File: src/rtl/vram_dma_pkg.sv
// -----------------------------------------------------------------------------
// vram_dma_pkg
// Shared definitions for the RAM->VRAM copy engine:
//   ADDR_W        word-address width of the data-memory index
//   LEN_W         width of the transfer-length field
//   VRAM_WORDS    number of texture words held in VRAM
//   VRAM_SEL_BIT  data-memory address bit that selects VRAM instead of RAM
//   state_e       copy-engine FSM states
// -----------------------------------------------------------------------------
package vram_dma_pkg;

  localparam int ADDR_W       = 14;
  localparam int LEN_W        = 12;
  localparam int VRAM_WORDS   = 2240;
  localparam int VRAM_SEL_BIT = 14;

  // IDLE is encoded as zero so a cleared state register reads as idle.
  typedef enum logic [1:0] {
    ST_IDLE = 2'd0,
    ST_RD   = 2'd1,
    ST_WR   = 2'd2,
    ST_FIN  = 2'd3
  } state_e;

endpackage

File: src/rtl/dmem_port_mux.sv
// -----------------------------------------------------------------------------
// dmem_port_mux
// Combinational owner-select for the single shared data-memory port.
// The CPU always wins. The copy engine drives the port only while it is
// actively reading or writing; otherwise the port carries the CPU address and
// write data with the write enable forced low.
//
// Ports:
//   cpu_req_i             CPU uses data memory this cycle
//   cpu_we_i/a_i/wd_i     CPU memory command
//   dma_act_i             copy engine is in a read or write state
//   dma_we_i/a_i/wd_i     copy engine memory command
//   mem_we_o/a_o/wd_o     command presented to the data memory
// -----------------------------------------------------------------------------
module dmem_port_mux
  import vram_dma_pkg::*;
(
  input  logic        cpu_req_i,
  input  logic        cpu_we_i,
  input  logic [31:0] cpu_a_i,
  input  logic [31:0] cpu_wd_i,
  input  logic        dma_act_i,
  input  logic        dma_we_i,
  input  logic [31:0] dma_a_i,
  input  logic [31:0] dma_wd_i,
  output logic        mem_we_o,
  output logic [31:0] mem_a_o,
  output logic [31:0] mem_wd_o
);

  always_comb begin
    mem_we_o = 1'b0;
    mem_a_o  = cpu_a_i;
    mem_wd_o = cpu_wd_i;
    if (cpu_req_i) begin
      mem_we_o = cpu_we_i;
      mem_a_o  = cpu_a_i;
      mem_wd_o = cpu_wd_i;
    end else if (dma_act_i) begin
      mem_we_o = dma_we_i;
      mem_a_o  = dma_a_i;
      mem_wd_o = dma_wd_i;
    end
  end

endmodule

File: src/rtl/vram_dma.sv
// -----------------------------------------------------------------------------
// vram_dma
// Copies a block of words from data RAM into texture VRAM over the data-memory
// port it shares with the CPU. Each word takes a read cycle followed by a
// write cycle; any cycle in which the CPU requests memory stalls the whole
// engine (state, pointers, length and data register all hold).
//
// Handshake: start is a single-cycle request sampled in IDLE on a cycle with
// no CPU request. It is accepted when dst+len fits inside VRAM (busy rises the
// next cycle, or the engine goes straight to FIN for len=0) and rejected
// otherwise (err pulses the next cycle). Completion is a one-cycle done pulse
// in the cycle after FIN. start is ignored outside IDLE.
//
// Ports:
//   clk, reset            clock, asynchronous active-high reset
//   start, src, dst, len  copy request: RAM index, VRAM index, word count
//   cpu_req/we/a/wd       CPU memory command (priority owner of the port)
//   mem_we/a/wd           command to the shared data-memory port
//   mem_rd                combinational read data from data memory
//   cpu_rd                mem_rd passed through to the CPU
//   busy, done, err       status: copying, completion pulse, reject pulse
//   dbg_state             current FSM state encoding
// -----------------------------------------------------------------------------
module vram_dma #(
  parameter int ADDR_W     = vram_dma_pkg::ADDR_W,
  parameter int LEN_W      = vram_dma_pkg::LEN_W,
  parameter int VRAM_WORDS = vram_dma_pkg::VRAM_WORDS
) (
  input  logic              clk,
  input  logic              reset,
  input  logic              start,
  input  logic [ADDR_W-1:0] src,
  input  logic [ADDR_W-1:0] dst,
  input  logic [LEN_W-1:0]  len,
  input  logic              cpu_req,
  input  logic              cpu_we,
  input  logic [31:0]       cpu_a,
  input  logic [31:0]       cpu_wd,
  output logic              mem_we,
  output logic [31:0]       mem_a,
  output logic [31:0]       mem_wd,
  input  logic [31:0]       mem_rd,
  output logic [31:0]       cpu_rd,
  output logic              busy,
  output logic              done,
  output logic              err,
  output logic [1:0]        dbg_state
);

  import vram_dma_pkg::*;

  state_e              state_q;
  logic [ADDR_W-1:0]   src_q;
  logic [ADDR_W-1:0]   dst_q;
  logic [LEN_W-1:0]    rem_q;
  logic [31:0]         data_q;
  logic                done_q;
  logic                err_q;

  // One extra bit so dst+len can never wrap and sneak past the bound check.
  logic [ADDR_W:0]     end_idx;
  logic                fits;

  logic                dma_act;
  logic                dma_we;
  logic [31:0]         dma_a;
  logic [31:0]         dma_wd;

  assign end_idx = {1'b0, dst} + (ADDR_W+1)'(len);
  assign fits    = (end_idx <= (ADDR_W+1)'(VRAM_WORDS));

  // ---------------------------------------------------------------------------
  // Copy-engine memory command, derived from registered state only.
  // Reads address RAM (select bit clear); writes address VRAM (select bit set).
  // ---------------------------------------------------------------------------
  assign dma_act = (state_q == ST_RD) || (state_q == ST_WR);

  always_comb begin
    dma_we = 1'b0;
    dma_a  = '0;
    dma_wd = data_q;
    if (state_q == ST_WR) begin
      dma_we                  = 1'b1;
      dma_a[ADDR_W-1:0]       = dst_q;
      dma_a[VRAM_SEL_BIT]     = 1'b1;
    end else begin
      dma_a[ADDR_W-1:0]       = src_q;
    end
  end

  dmem_port_mux u_mux (
    .cpu_req_i (cpu_req),
    .cpu_we_i  (cpu_we),
    .cpu_a_i   (cpu_a),
    .cpu_wd_i  (cpu_wd),
    .dma_act_i (dma_act),
    .dma_we_i  (dma_we),
    .dma_a_i   (dma_a),
    .dma_wd_i  (dma_wd),
    .mem_we_o  (mem_we),
    .mem_a_o   (mem_a),
    .mem_wd_o  (mem_wd)
  );

  // ---------------------------------------------------------------------------
  // FSM, pointers, remaining count and data register.
  // A CPU request freezes everything; done/err are pulses and drop back to 0
  // on every cycle they are not explicitly set.
  // ---------------------------------------------------------------------------
  always_ff @(posedge clk or posedge reset) begin
    if (reset) begin
      state_q <= ST_IDLE;
      src_q   <= '0;
      dst_q   <= '0;
      rem_q   <= '0;
      data_q  <= '0;
      done_q  <= 1'b0;
      err_q   <= 1'b0;
    end else begin
      done_q <= 1'b0;
      err_q  <= 1'b0;
      if (!cpu_req) begin
        case (state_q)
          ST_IDLE: begin
            if (start) begin
              if (fits) begin
                src_q   <= src;
                dst_q   <= dst;
                rem_q   <= len;
                state_q <= (len == '0) ? ST_FIN : ST_RD;
              end else begin
                err_q <= 1'b1;
              end
            end
          end
          ST_RD: begin
            data_q  <= mem_rd;
            state_q <= ST_WR;
          end
          ST_WR: begin
            // src wraps naturally at 2^ADDR_W; dst is bounded by acceptance.
            src_q   <= src_q + ADDR_W'(1);
            dst_q   <= dst_q + ADDR_W'(1);
            rem_q   <= rem_q - LEN_W'(1);
            state_q <= (rem_q > LEN_W'(1)) ? ST_RD : ST_FIN;
          end
          ST_FIN: begin
            done_q  <= 1'b1;
            state_q <= ST_IDLE;
          end
          default: state_q <= ST_IDLE;
        endcase
      end
    end
  end

  assign busy      = dma_act;
  assign done      = done_q;
  assign err       = err_q;
  assign cpu_rd    = mem_rd;
  assign dbg_state = state_q;

endmodule
File: config.mk
export PLATFORM = sky130hd
export DESIGN_NAME = vram_dma
export DESIGN_NICKNAME = d
export VERILOG_FILES = /design/src/rtl/vram_dma_pkg.sv /design/src/rtl/dmem_port_mux.sv /design/src/rtl/vram_dma.sv
export SDC_FILE = /design/constraint.sdc
export NUM_CORES = 1
export LEC_CHECK = 0
export CORE_MARGIN = 2
export CORE_UTILIZATION = 44
export DETAILED_ROUTE_END_ITERATION = 6
export GPL_ROUTABILITY_DRIVEN = 1
export PLACE_DENSITY = 0.92
export SETUP_SLACK_MARGIN = 0.4
export SLEW_MARGIN = 10
export SYNTH_ARGS = -nofsm -noshare
export SYNTH_HDL_FRONTEND = slang
export SYNTH_SLANG_ARGS = --single-unit
File: constraint.sdc
create_clock -name clk -period 3.63 [get_ports clk]
set_input_delay 1.089 -clock clk [delete_from_list [all_inputs] [get_ports clk]]
set_output_delay 1.089 -clock clk [all_outputs]
set_load 0.05 [all_outputs]
==> impl_metrics.tcl <==
set metrics [dict create \
    outcome "complete, but fails checks" \
    failed_checks "negative setup slack" \
    clock-sinks 76 \
    cts_buffers 9 \
    rr_endpoint "dst_q[12]" \
    track_usage_pct 33.1 \
    ant_nets 0 \
    path_clk_slew_ns 0.06 \
    final_common_cell "clkdlybuf4s50_1" \
    fin_crit_sh_pct 103 \
    end_kind "flip-flop" \
    drv_slew 0 \
    start_util_pct 45.1 \
    setup_violations 9 \
    grt_max_degree 45 \
    multiInputGateArea_um2 4030 \
    r2r_start "dst_q[0]" \
    worst_hold_slack_ns 0.510 \
    min_period_ns 3.75 \
    hold_buffers 0 \
    cp_max_fo 6 \
    ys_ff_latch 76 \
    r2r_cells 9 \
    startpoint "dst[0]" \
    design_power_total_mw 9.04 \
    diodes 0 \
    reg2reg_slack_ns 1.27 \
    arrival_ns 3.94 \
    dieArea_um2 13800 \
    ys_seq_area_share_pct 33.6 \
    synthFlopType "dfrtp_1" \
    antenna_found_initial 0 \
    grt_pass1_vias 6634 \
    hold_depth 1 \
    dp_hpwl_mm 14.9 \
    root_buffer "clkbuf_16" \
    fmaxAchievable_mhz 267 \
    syn_nets 807 \
    maxCapViolations 0 \
    powerDensity_nw_per_um2 857 \
    synth_area_leaders "dfrtp_1, mux2_2, nand3_1, buf_4, ha_1" \
    netlist_area_um2 5660 \
    grt_pass1_wl_mm 36.4 \
    relSlewSlack_pct 51.3 \
    drive_above_1_share_pct 42.8 \
    yosysTopAreaCellShare_pct 33.6 \
    nets 1099 \
    synth_edf_count 0 \
    syn_to_final_growth_pct 86.3 \
    wl_per_cell_um 24.1 \
    clock_path_buffers 2 \
    layout_setup_ws_ns -0.121 \
    viasPerCell 6.19 \
    insertion_delay_ns 0.35 \
    route.vias.total 6887 \
    synth-async-reset-ratio_pct 100 \
    synth_top_area_cell "dfrtp_1" \
    critPathLaunchType "input port" \
    final_cell_mix "clkdlybuf4s50_1, buf_4, dfrtp_1" \
    dieWidth_um 117 \
    cts_tree "yes" \
    hp-start "data_q[31]" \
    drt_iter0_drc 931 \
    worstPathRequired_ns 3.82 \
    seq_area_um2 1900 \
    first_pass_iters 7 \
    syn_area_per_cell_um2 8.79 \
    num_rows 41 \
    grt_setup_unrepaired "yes" \
    gp_congestion 0.914 \
    io_buffers 242 \
    synth_cells 644 \
    drt-total-wl_mm 26.8 \
    ir_drop_mv 0.632 \
    tightest_slew_ns 0.727 \
    htree_levels 3 \
    power_leakage_nw 4.39 \
    yosys_warnings 0 \
    drc 0 \
    final_cells 1113 \
    path_class "in -> reg" \
    hold_path.class "reg -> reg" \
    finClkSkew_ns 0.0110 \
    post_synth_num_cell_types 49 \
    hold_violations 0 \
    placed_cells 1058 \
    hold_end "data_q[31]" \
    fillers 614 \
    grt.overflow.total 0 \
    die_y_um 117 \
    pin_count 243 \
    core_area_um2 12600 \
]
==> state kept, by name (all words and copies together), names as in the netlist <==
signal,cells
data_q,32
dbg_state,2
done,1
dst_q,14
err,1
rem_q,12
src_q,14
==> power breakdown <==
group          switching, mW  leakage (nW)  internal, mW  total (mW)
clock network          0.393         0.149         0.603       0.996
logic                   3.35          3.36          2.92        6.27
registers              0.496         0.880          1.28        1.77
total                   4.24          4.39          4.80        9.04
==> metrics by stage <==
stage	setup TNS [ns]	cell area [um^2]	util, %	worst slack (ns)
floorplan	0	5900	-	0.173
global placement	-16.74	8940	71.2	-0.485
detailed placement	-20.79	8940	71.2	-0.604
CTS	0	9980	79.4	0.208
global route	-3.44	10600	84.0	-0.183
finish	-0.312	10600	84.0	-0.121
==> final cells by class <==
cell class	count	share of cell area, %
clock inverters	6	0.842
clock buffers	10	2.17
repair inverters	1	0.0474
inverters	11	0.439
multi-input cells	485	38.2
flip-flops and latches	76	18.0
repair buffers	352	38.2
well taps	172	2.04
==> worst max-delay path: stages <==
cell,delay [ns]
buf_6,0.10
ha_4,0.16
fa_2,0.37
a21o_1,0.21
nand4_1,0.27
a211oi_2,0.14
nor3_1,0.21
o2111a_1,0.27
o221ai_2,0.14
nor3_4,0.20
buf_6,0.15
buf_16,0.13
buf_6,0.11
mux2i_1,0.21
nand3_1,0.16
==> Yosys cell counts (8+ instances only) <==
cell type / number
a21boi_0: 8
a21oi_1: 34
a31oi_1: 14
and2_1: 17
and3_1: 9
buf_4: 35
clkbuf_1: 26
dfrtp_1: 76
ha_1: 21
inv_1: 11
mux2_2: 65
mux2i_1: 22
nand2_1: 53
nand2b_1: 15
nand3_1: 64
nand4b_1: 11
nor2_1: 28
nor3_1: 17
o21ai_0: 37
or3_1: 9
==> worst max-delay path by stage <==
stage	slack [ns]	to	depth (start not counted)
4_1_cts	0.21	src_q[6]	15
3_3_place_gp	-0.48	rem_q[7]	13
3_5_place_dp	-0.60	src_q[6]	14
6_report	-0.12	dst_q[11]	15
2_1_floorplan	0.17	dst_q[11]	12
5_1_grt	-0.18	dst_q[11]	15
==> kinds of logic after synthesis <==
logic type / share of synthesized area [%]
AOI/OAI and AO/OA: 13.1
xor gates and xnor gates: 0.619
adders and majority gates: 4.99
buffers and inverters: 7.93
DFF: 33.6
muxes: 16.8
and+or+nand+nor: 23.0
==> routing by layer <==
layer | wire length, um | part of all wire, % | track usage (%) | vias up
met5 | 0 | 0 | 0 | -
met4 | 1900 | 7.1 | 14.8 | 0
met3 | 2160 | 8.1 | 5.16 | 170
met2 | 13300 | 50 | 58.9 | 543
met1 | 9440 | 35 | 39.4 | 3265
li1 | - | - | - | 2909
==> timing repair <==
action                                  CTS  global route
gates cloned                              9             3
endpoints found under the setup margin  107            81
resized for setup                       144            99
pin swaps                                43            24
buffers inserted                         17            10
No activity file was read; power rests on OpenSTA's default activity.
